**src/rtl/alu_mul_seq.sv**
```systemverilog
// Sequential shift-add multiplier that borrows the shared combinational ALU
// for every add and shift, one ALU operation per cycle, returning the low word.

package alu_pkg;
    typedef logic [31:0] word_t;

    typedef enum logic [3:0] {
        ALU_ADD = 4'd0,
        ALU_SUB = 4'd1,
        ALU_AND = 4'd2,
        ALU_OR  = 4'd3,
        ALU_XOR = 4'd4,
        ALU_SLL = 4'd5,
        ALU_SRL = 4'd6,
        ALU_SRA = 4'd7
    } alu_op_t;

    typedef struct packed {
        logic zero;
        logic neg;
        logic carry;
        logic ovf;
    } alu_flags_t;
endpackage

interface alu_if;
    import alu_pkg::*;

    word_t      port_a;
    word_t      port_b;
    alu_op_t    opcode;
    word_t      port_o;
    alu_flags_t flags;

    // tb: the side that issues operations; alu: the combinational ALU itself
    modport tb  (output port_a, port_b, opcode, input  port_o, flags);
    modport alu (input  port_a, port_b, opcode, output port_o, flags);
endinterface

module alu_mul_seq
    import alu_pkg::*;
#(
    parameter int ITER_MAX = 32
) (
    input  logic  CLK,
    input  logic  RST,
    input  logic  start,
    input  word_t multiplicand,
    input  word_t multiplier,
    output logic  busy,
    output logic  done,
    output word_t product,
    alu_if.tb     aluif
);

    typedef enum logic [1:0] {
        S_IDLE  = 2'd0,
        S_ADD   = 2'd1,
        S_SHIFT = 2'd2,
        S_DONE  = 2'd3
    } state_t;

    state_t     state_q, state_d;
    word_t      acc_q, acc_d;
    word_t      mc_q, mc_d;
    word_t      mp_q, mp_d;
    logic [5:0] cnt_q, cnt_d;
    word_t      product_q, product_d;
    logic       busy_q, busy_d;
    logic       done_q, done_d;
    word_t      mp_shr;

    logic unused_flags;
    assign unused_flags = ^aluif.flags;

    assign mp_shr = mp_q >> 1;

    // ALU drive depends only on registered state, so the ALU result can be
    // consumed in the same cycle without a combinational loop through it.
    always_comb begin
        aluif.opcode = ALU_ADD;
        aluif.port_a = '0;
        aluif.port_b = '0;
        case (state_q)
            S_ADD: begin
                aluif.opcode = ALU_ADD;
                aluif.port_a = acc_q;
                aluif.port_b = mc_q;
            end
            S_SHIFT: begin
                aluif.opcode = ALU_SLL;
                aluif.port_a = mc_q;
                aluif.port_b = 32'd1;
            end
            default: begin
                aluif.opcode = ALU_ADD;
                aluif.port_a = '0;
                aluif.port_b = '0;
            end
        endcase
    end

    always_comb begin
        state_d   = state_q;
        acc_d     = acc_q;
        mc_d      = mc_q;
        mp_d      = mp_q;
        cnt_d     = cnt_q;
        product_d = product_q;
        busy_d    = (state_q != S_IDLE);
        done_d    = (state_q == S_DONE);
        case (state_q)
            S_IDLE: begin
                if (start) begin
                    acc_d   = '0;
                    mc_d    = multiplicand;
                    mp_d    = multiplier;
                    cnt_d   = '0;
                    state_d = (multiplier != '0) ? S_ADD : S_DONE;
                end
            end
            S_ADD: begin
                if (mp_q[0]) begin
                    acc_d = aluif.port_o;
                end
                state_d = S_SHIFT;
            end
            S_SHIFT: begin
                mc_d  = aluif.port_o;
                mp_d  = mp_shr;
                cnt_d = cnt_q + 6'd1;
                // Stop as soon as no set multiplier bits remain.
                if ((mp_shr == '0) || (cnt_q == 6'(ITER_MAX - 1))) begin
                    state_d = S_DONE;
                end else begin
                    state_d = S_ADD;
                end
            end
            S_DONE: begin
                product_d = acc_q;
                state_d   = S_IDLE;
            end
            default: begin
                state_d = S_IDLE;
            end
        endcase
    end

    always_ff @(posedge CLK) begin
        if (RST) begin
            state_q   <= S_IDLE;
            acc_q     <= '0;
            mc_q      <= '0;
            mp_q      <= '0;
            cnt_q     <= '0;
            product_q <= '0;
            busy_q    <= 1'b0;
            done_q    <= 1'b0;
        end else begin
            state_q   <= state_d;
            acc_q     <= acc_d;
            mc_q      <= mc_d;
            mp_q      <= mp_d;
            cnt_q     <= cnt_d;
            product_q <= product_d;
            busy_q    <= busy_d;
            done_q    <= done_d;
        end
    end

    assign busy    = busy_q;
    assign done    = done_q;
    assign product = product_q;

endmodule

```
**src/flat_wrapper.sv**
```systemverilog
// flat-port wrapper written by rule: the top's interface ports become plain ports
module alu_mul_seq_flat import alu_pkg::*;
#(
    parameter int ITER_MAX = 32
)
  (CLK, RST, start, multiplicand, multiplier, busy, done, product, aluif_port_a, aluif_port_b, aluif_opcode, aluif_port_o, aluif_flags);
  alu_if aluif_i ();
  input  logic CLK;
  input  logic RST;
  input  logic start;
  input  word_t multiplicand;
  input  word_t multiplier;
  output logic busy;
  output logic done;
  output word_t product;
  output wire logic [$bits(aluif_i.port_a)-1:0] aluif_port_a;
  output wire logic [$bits(aluif_i.port_b)-1:0] aluif_port_b;
  output wire logic [$bits(aluif_i.opcode)-1:0] aluif_opcode;
  input wire logic [$bits(aluif_i.port_o)-1:0] aluif_port_o;
  input wire logic [$bits(aluif_i.flags)-1:0] aluif_flags;
  assign aluif_port_a = aluif_i.port_a;
  assign aluif_port_b = aluif_i.port_b;
  assign aluif_opcode = aluif_i.opcode;
  assign aluif_i.port_o = aluif_port_o;
  assign aluif_i.flags = aluif_flags;
  alu_mul_seq #(.ITER_MAX(ITER_MAX)) u_core (.CLK(CLK), .RST(RST), .start(start), .multiplicand(multiplicand), .multiplier(multiplier), .busy(busy), .done(done), .product(product), .aluif(aluif_i));
endmodule
```
**config.mk**
```make
export PLATFORM = sky130hd
export DESIGN_NAME = alu_mul_seq_flat
export DESIGN_NICKNAME = d
export VERILOG_FILES = /design/src/rtl/alu_mul_seq.sv /design/src/flat_wrapper.sv
export SDC_FILE = /design/constraint.sdc
export NUM_CORES = 1
export LEC_CHECK = 0
export CELL_PAD_IN_SITES_DETAIL_PLACEMENT = 1
export CELL_PAD_IN_SITES_GLOBAL_PLACEMENT = 2
export CORE_ASPECT_RATIO = 0.8
export CORE_MARGIN = 1.5
export CORE_UTILIZATION = 27
export CTS_CLUSTER_DIAMETER = 80
export DETAILED_ROUTE_END_ITERATION = 16
export PLACE_DENSITY = 0.89
export RECOVER_POWER = 50
export SETUP_SLACK_MARGIN = 0.2
export SLEW_MARGIN = 15
export SYNTH_ARGS = -nofsm -noshare
export SYNTH_HDL_FRONTEND = slang
export SYNTH_SLANG_ARGS = --single-unit
```
**constraint.sdc**
```tcl
create_clock -name CLK -period 2.5 [get_ports CLK]
set_clock_uncertainty 0.1 [all_clocks]
set_input_delay 0.5 -clock CLK [delete_from_list [all_inputs] [get_ports CLK]]
set_output_delay 0.5 -clock CLK [all_outputs]
set_load 0.01 [all_outputs]
```
==> reports/qor.yml, run 1 <==
setup_path:
  setup.worst_path.end: "aluif_port_a[19]"
  crit_required_ps: 1900
  critical_path_depth: 8
  crit_path_start: "u_core.state_q[0]$_SDFFE_PP0P_"
  crit_path_cell_trace: "inv_4, buf_6, ha_4, buf_6, buf_12, a22oi_2, nor2b_1, clkdlybuf4s15_2"
  critPathBufInv: 5
  crit_fanout: 7
  slowest_stage: "dfxtp_4"
  reg2reg_to: "u_core.cnt_q[5]$_SDFFE_PP0P_"
  path_common_cell: "buf_6"
  cp_data_arrival_time_ps: 1790
  r2r_setup_slack_ps: 160
  worstSetupEndpointType: "output port"
  r2r_cells: 10
  critPathLaunchType: "register"
  crit_family: "buffers and inverters"
  crit_type: "reg2out"
  rr_startpoint: "u_core.state_q[0]$_SDFFE_PP0P_"
  cpPeakStageDelay_ps: 370
sta:
  finalHoldViolations: 0
  period_needed_ps: 2390
  rsz0062_at_grt: "true"
  max_freq_mhz: 419
  worst_hold_slack_ps: 385
  drv_slew: 0
  tightest_slew_ps: 1020
  setup_violations: 0
  finalCritPeriodShare_pct: 95.5
  max_slew_margin_pct: 32.2
  fin_tns_setup_ps: 0
placed_design:
  place_inst: 1197
  port_buffers: 198
  gp_congestion: 0.760
  dp_hpwl_um: 14500
  dpl-instance-area_mm2: 0.00886
power_and_ir_drop:
  ir_drop_mv: 0.411
  power.leakage_nw: 3.60
  power.total_mw: 6.60
  p_per_area_mw_per_mm2: 659
logic_synthesis:
  synth_top_area_cell: "dfxtp_1"
  postSynthAreaPerCell_um2: 8.84
  synth_enable_flop_cells: 0
  synth_cell_types: 31
  yosys-top-cells-area: "dfxtp_1 43%, mux2i_1 15%, a211oi_1 7.5%, nor2_1 6.3%, a22oi_1 3.7%"
  ys_seq_area_share_pct: 43.1
  syn-instance-count: 725
  syn_area_mm2: 0.00641
  synth_warnings: 0
  synthFlopType: "dfxtp_1"
  ys_seq_elements: 138
  synth.top_cell.area_share_pct: 43.1
  async_reset_ff_share_pct: 0
global_route:
  grt_max_degree: 90
  grt_usage_pct: 18.7
  antenna_found_initial: 0
  grt_pass1_wl_um: 35800
  grt_overflow: 0
  grt_pass1_vias: 6331
clock_network:
  clk-insertion-delay-late_ps: 420
  clk_path_buf_depth: 2
  root_buffer: "clkbuf_16"
  clk_pin_slew_ps: 70
  h-tree-depth: 4
  hold_buffers: 0
  cts_buffers: 17
  cts_tree: "done"
  clock-sinks: 138
drt:
  viasPerCell: 4.87
  drtAntennaViolNets: 0
  via_count: 6137
  wl_um: 23600
  post_drt_wl_per_cell_um: 18.7
  drtPass1Iterations: 4
  drt_iter0_markers: 237
  drc: 0
die:
  die_w_um: 175
  rows: 50
  core-area_mm2: 0.0233
  die_area_mm2: 0.0247
  ioPinCount: 205
  die_y_um: 141
  start_util_pct: 27.5
layout:
  final-instance-count-excl-fill: 1260
  area_growth_pct: 56.2
  fin_area_mm2: 0.0100
  fillers: 2615
  n_antenna_cell: 0
  fin_nets: 1043
  drive_above_1_share_pct: 23.7
flow_run:
  maxCapViolations: 0
min_path:
  worstHoldStart: "u_core.acc_q[20]$_SDFFE_PP0P_"
  hp-class: "reg2reg"
run_status:
  outcome: "complete, no violations"
-- synthesized netlist by cell type, drive strengths merged, types with 2 or more instances --
cell	n
buf	46
o21ai	2
nor2	109
nand2	38
ha	5
mux2i	95
nor2b	34
a21oi	38
a22oi	32
nand4	6
xor2	3
nor3	3
and2	32
dfxtp	138
a211oi	64
nand3	33
clkbuf	22
nor4	14
inv	2
-- registers in the layout (all words and copies together) (netlist names) --
| register | count |
|---|---|
| u_core.cnt_q | 6 |
| u_core.done | 1 |
| u_core.acc_q | 32 |
| u_core.mc_q | 32 |
| u_core.state_q | 2 |
| u_core.mp_q | 32 |
| u_core.busy | 1 |
| u_core.product | 32 |
-- through the flow --
stage               utilization, %  worst slack [ps]
floorplan                        -               446
global placement              38.0              55.7
detailed placement            38.0              26.5
CTS                           42.1              29.0
global route                  42.9              17.7
finish                        42.9               112
-- worst min-delay path, stage by stage (launching register included) --
cell and delay (ps):
dfxtp_1 330, nand2_1 60, a21oi_1 50
-- per-layer routing --
layer	GRT usage [%]	up-vias	share of wire, %
li1	-	2990	-
met1	25.4	2977	48
met2	29.8	146	46
met3	3.96	24	4.6
met4	5.35	0	1.3
met5	0	-	0
-- kinds of logic (layout without fill, tap and decap cells) --
group                      Yosys count  count (layout)  synth area share, %
AOI/OAI and AO/OA                  139             139                 14.7
xor gates and xnor gates             3               3                0.410
adders and majority gates            5               5                0.976
buffers and inverters               70             292                 5.25
DFF                                138             138                 43.1
muxes                               96              96                 15.1
other                                1               2               0.0585
and+or+nand+nor                    273             273                 20.4
-- area by class of cell --
type / count / area [µm²] / share of cell area (%)
multi-input combinational: 518 / 3640 / 36.4
sequential: 138 / 2770 / 27.6
timing repair buffer: 258 / 2560 / 25.6
clock buffer: 20 / 447 / 4.46
tap: 312 / 390 / 3.90
clock inverter: 12 / 188 / 1.88
inverter: 2 / 10.0 / 0.100
-- repair_timing --
| item | in CTS | in global routing |
|---|---|---|
| resized for setup | 238 | 89 |
| setup buffers | 15 | 6 |
| setup endpoints to repair | 116 | 114 |
| gates cloned | 7 | 3 |
| pin swaps | 4 | 9 |
-- report_power, final --
part	total, mW	switching (mW)	internal (mW)
clock	2.76	1.04	1.72
combinational	1.33	0.698	0.631
sequential	2.52	0.149	2.37
-- cells in the final DEF, fill, tap and decap left out, drive strengths merged, types with 12 or more instances in the layout --
master and n:
nand2 38, nor2 109, nand3 33, dfxtp 138
dlygate4sd3 35, clkbuf 52, clkdlybuf4s15 12, mux2i 95
buf 82, a22oi 32, nor4 14, and2 32
clkdlybuf4s50 96, nor2b 34, a21oi 38, a211oi 64
-- how the worst min path moves through the flow --
| stage | end | slack [ps] | cells past startpoint |
|---|---|---|---|
| after floorplan | u_core.mp_q[31]$_SDFFE_PP0P_ | 340 | 2 |
| after global placement | u_core.acc_q[4]$_SDFFE_PP0P_ | 360 | 2 |
| after detailed placement | u_core.acc_q[14]$_SDFFE_PP0P_ | 370 | 2 |
| after CTS | u_core.acc_q[14]$_SDFFE_PP0P_ | 380 | 2 |
| after global routing | u_core.acc_q[14]$_SDFFE_PP0P_ | 410 | 2 |
| final | u_core.acc_q[20]$_SDFFE_PP0P_ | 390 | 2 |
Note: power is estimated with default switching activity, not from simulation.
==> run 2, diff against run 1 <==
--- a/config.mk
+++ b/config.mk
@@ -5,6 +5,7 @@
 export SDC_FILE = /design/constraint.sdc
 export NUM_CORES = 1
 export LEC_CHECK = 0
+export CAP_MARGIN = 5
 export CELL_PAD_IN_SITES_DETAIL_PLACEMENT = 1
 export CELL_PAD_IN_SITES_GLOBAL_PLACEMENT = 2
 export CORE_ASPECT_RATIO = 0.8
==> results of run 2 <==
No change in the layout: final DEF, timing and power equal those of run 1.
==> run 3, diff against run 2 <==
--- a/config.mk
+++ b/config.mk
@@ -13,10 +13,9 @@
 export CORE_UTILIZATION = 27
 export CTS_CLUSTER_DIAMETER = 80
 export DETAILED_ROUTE_END_ITERATION = 16
-export PLACE_DENSITY = 0.89
+export PLACE_DENSITY = 0.78
 export RECOVER_POWER = 50
 export SETUP_SLACK_MARGIN = 0.2
-export SLEW_MARGIN = 15
 export SYNTH_ARGS = -nofsm -noshare
 export SYNTH_HDL_FRONTEND = slang
 export SYNTH_SLANG_ARGS = --single-unit
==> run 3 against run 2 <==
Compared with the run above: core utilization down 0.58 points; worst hold slack about the same; register-to-register slack better by 30 ps; sequential share of layout area up 0.35 points; fmax down 0.62%; clock power down 5%; power down 2.6%; routed wire length down 1.9%; die area unchanged.
==> reports/qor.yml, run 3 (synthesized netlist as in run 1, its figures left out) <==
run_status:
  outcome: "complete, no violations"
sta:
  setup_violations: 0  # unchanged
  max_slew_margin_pct: 26.3  # -5.9 points
  drv_slew: 0  # unchanged
  fin_tns_setup_ps: 0  # unchanged
  finalHoldViolations: 0  # unchanged
  tightest_slew_ps: 1110  # +89.0 ps
  period_needed_ps: 2400  # +14.8 ps
  max_freq_mhz: 416  # -0.62%
  finalCritPeriodShare_pct: 96.1  # +0.59 points
  fin_ws_ps: 97.6  # -14.8 ps
  rsz0062_at_grt: "true"
setup_path:
  cpPeakStageDelay_ps: 330  # -40 ps
  worstSetupEndpointType: "output port"
  r2r_setup_slack_ps: 190  # +30 ps
  slowest_stage: "dfxtp_2"
  crit_fanout: 11  # +4
  reg2reg_to: "u_core.acc_q[25]$_SDFFE_PP0P_"
  crit_path_cell_trace: "buf_6, ha_4, buf_4, buf_12, buf_16, a22oi_2, nor2b_1, buf_4"
  crit_required_ps: 1900  # about the same
  rr_startpoint: "u_core.state_q[0]$_SDFFE_PP0P_"
  critPathLaunchType: "register"
  crit_path_start: "u_core.state_q[0]$_SDFFE_PP0P_"
  cp_data_arrival_time_ps: 1800  # about the same
  r2r_cells: 11  # +1
  crit_type: "reg2out"
  path_common_cell: "buf_4"
min_path:
  whs_path_depth: 2  # unchanged
  hp-class: "reg2reg"
  worst_hold_path.endpoint: "u_core.cnt_q[5]$_SDFFE_PP0P_"
  worstHoldStart: "u_core.cnt_q[5]$_SDFFE_PP0P_"
layout:
  mostFrequentLayoutCells: "136 x dfxtp_1, 108 x nor2_1, 97 x clkdlybuf4s50_1, 95 x mux2i_1, 64 x a211oi_1"
  mostFrequentLayoutCell: "dfxtp_1"
  fin_nets: 1040  # -0.29%
  drive_above_1_share_pct: 20.8  # -2.9 points
  area_growth_pct: 54.1
  n_antenna_cell: 0  # unchanged
die:
  rows: 50  # unchanged
  ioPinCount: 205  # unchanged
  die_area_mm2: 0.0247  # unchanged
  die_y_um: 141  # unchanged
  start_util_pct: 27.5  # unchanged
  die_w_um: 175  # unchanged
  core-area_mm2: 0.0233  # unchanged
global_route:
  grt_pass1_vias: 6083  # -3.9%
  grtUsageMet3_pct: 4.05  # +0.081 points
  gr-usage-met1_pct: 26.3  # +0.95 points
  grt_usage_pct: 18.6  # -0.11 points
  grt_use_met2_pct: 28.0  # -1.8 points
  grt_overflow: 0  # unchanged
  grt_pass1_wl_um: 35200  # -1.6%
  top_usage_layer: "met2"
  antenna_found_initial: 0  # unchanged
  grt_max_degree: 51  # -43%
placed_design:
  dp_slack_ps: 53.9  # +27.4 ps
  gp_congestion: 0.728  # -4.2%
  port_buffers: 198  # unchanged
  dp_hpwl_um: 14200  # -2.3%
flow_run:
  maxCapViolations: 0  # unchanged
drt:
  post_drt_wl_per_cell_um: 18.4  # -1.6%
  drtPass1Iterations: 4  # unchanged
  wl_um: 23200  # -1.9%
  drt_iter0_markers: 313  # +32%
  drtAntennaViolNets: 0  # unchanged
  via_count: 6059  # -1.3%
  viasPerCell: 4.82  # -1.0%
  drc: 0  # unchanged
power_and_ir_drop:
  p_per_area_mw_per_mm2: 651  # -1.3%
  combPwrFrac_pct: 20.3  # +0.2 points
  power.leakage_nw: 3.62  # +0.54%
  ir_drop_mv: 0.414  # +0.78%
  pwr-share-clk_pct: 40.6  # -1.1 points
  swShare_pct: 28.5  # -0.12 points
  p_int_mw: 4.60  # -2.5%
  p_sw_mw: 1.83  # -3.0%
  seq_power_share_pct: 39.1  # +1.0 points
clock_network:
  clk_pin_slew_ps: 60  # about the same
  clk_path_buf_depth: 2  # unchanged
  cts_buffers: 17  # unchanged
  cts_tree: "done"
  h-tree-depth: 4  # unchanged
  clock-sinks: 138  # unchanged
  hold_buffers: 0  # unchanged
  clk-insertion-delay-late_ps: 420  # about the same
  root_buffer: "clkbuf_16"
-- run 3: cell types whose count changed in the layout (fill, tap and decap cells not counted), sizes merged, moves of 2 or more --
| cell | delta |
|---|---|
| dlygate4sd2 | +2 |
| clkinvlp | +2 |
| clkdlybuf4s15 | -10 |
| bufbuf | +2 |
| buf | +27 |
| clkbuf | -25 |
-- run 3: layout make-up --
cell class	count	area, µm²
inverter	2	7.51
clock buffer	19	433
timing repair buffer	255	2590
tap	312	390
multi-input combinational	518	3520
clock inverter	13	169
sequential	138	2770
fill	2678	13500
-- run 3: stage by stage --
stage	utilization [%]	instances	total power [mW]	area, µm²	hold WS [ps]
after global routing	42.3	1257	6.71	9870	406
final	42.3	1257	6.43	9870	385
after global placement	38.0	1192	3.65	8860	362
after floorplan	-	726	3.12	6410	345
after detailed placement	38.0	1192	3.67	8860	367
after CTS	41.9	1245	6.46	9790	378
-- run 3: worst max-delay path: cells and delay by family (launching register included) --
family	cells	cell delay (ps)
buffers and inverters	5	660
AO/OA/AOI/OAI	1	150
flip-flops	1	330
AND/OR/NAND/NOR	1	70
adder cells (fa/ha/maj)	1	170
-- run 3: per-layer routing --
layer | share of wire, % | wire length [µm] | vias to the layer above
met5 | 0 | 0 | -
met4 | 0.75 | 173 | 0
met3 | 5.5 | 1260 | 18
met2 | 43 | 9990 | 140
met1 | 51 | 11700 | 2905
li1 | - | - | 2996
-- run 3: power by group through the flow --
stage	Sequential (mW)	Combinational [mW]	Clock, mW
finish	2.51	1.31	2.61
global route	2.54	1.42	2.75
CTS	2.51	1.27	2.68
detailed placement	2.54	1.13	0
global placement	2.54	1.12	0
floorplan	2.50	0.620	0
-- run 3: worst max path at each step --
stage	slack (ps)	cells after the start	to
after global routing	40	8	aluif_port_a[30]
after global placement	130	5	aluif_port_a[30]
final	100	8	aluif_port_a[30]
after floorplan	450	6	aluif_port_a[10]
after detailed placement	50	5	aluif_port_a[30]
after CTS	50	7	aluif_port_a[25]
-- run 3: repair_timing --
action	in CTS	in global routing
gates resized for setup	299	23
setup buffers	13	10
setup endpoints to repair	66	39
cloned	8	2
pin swaps	7	20
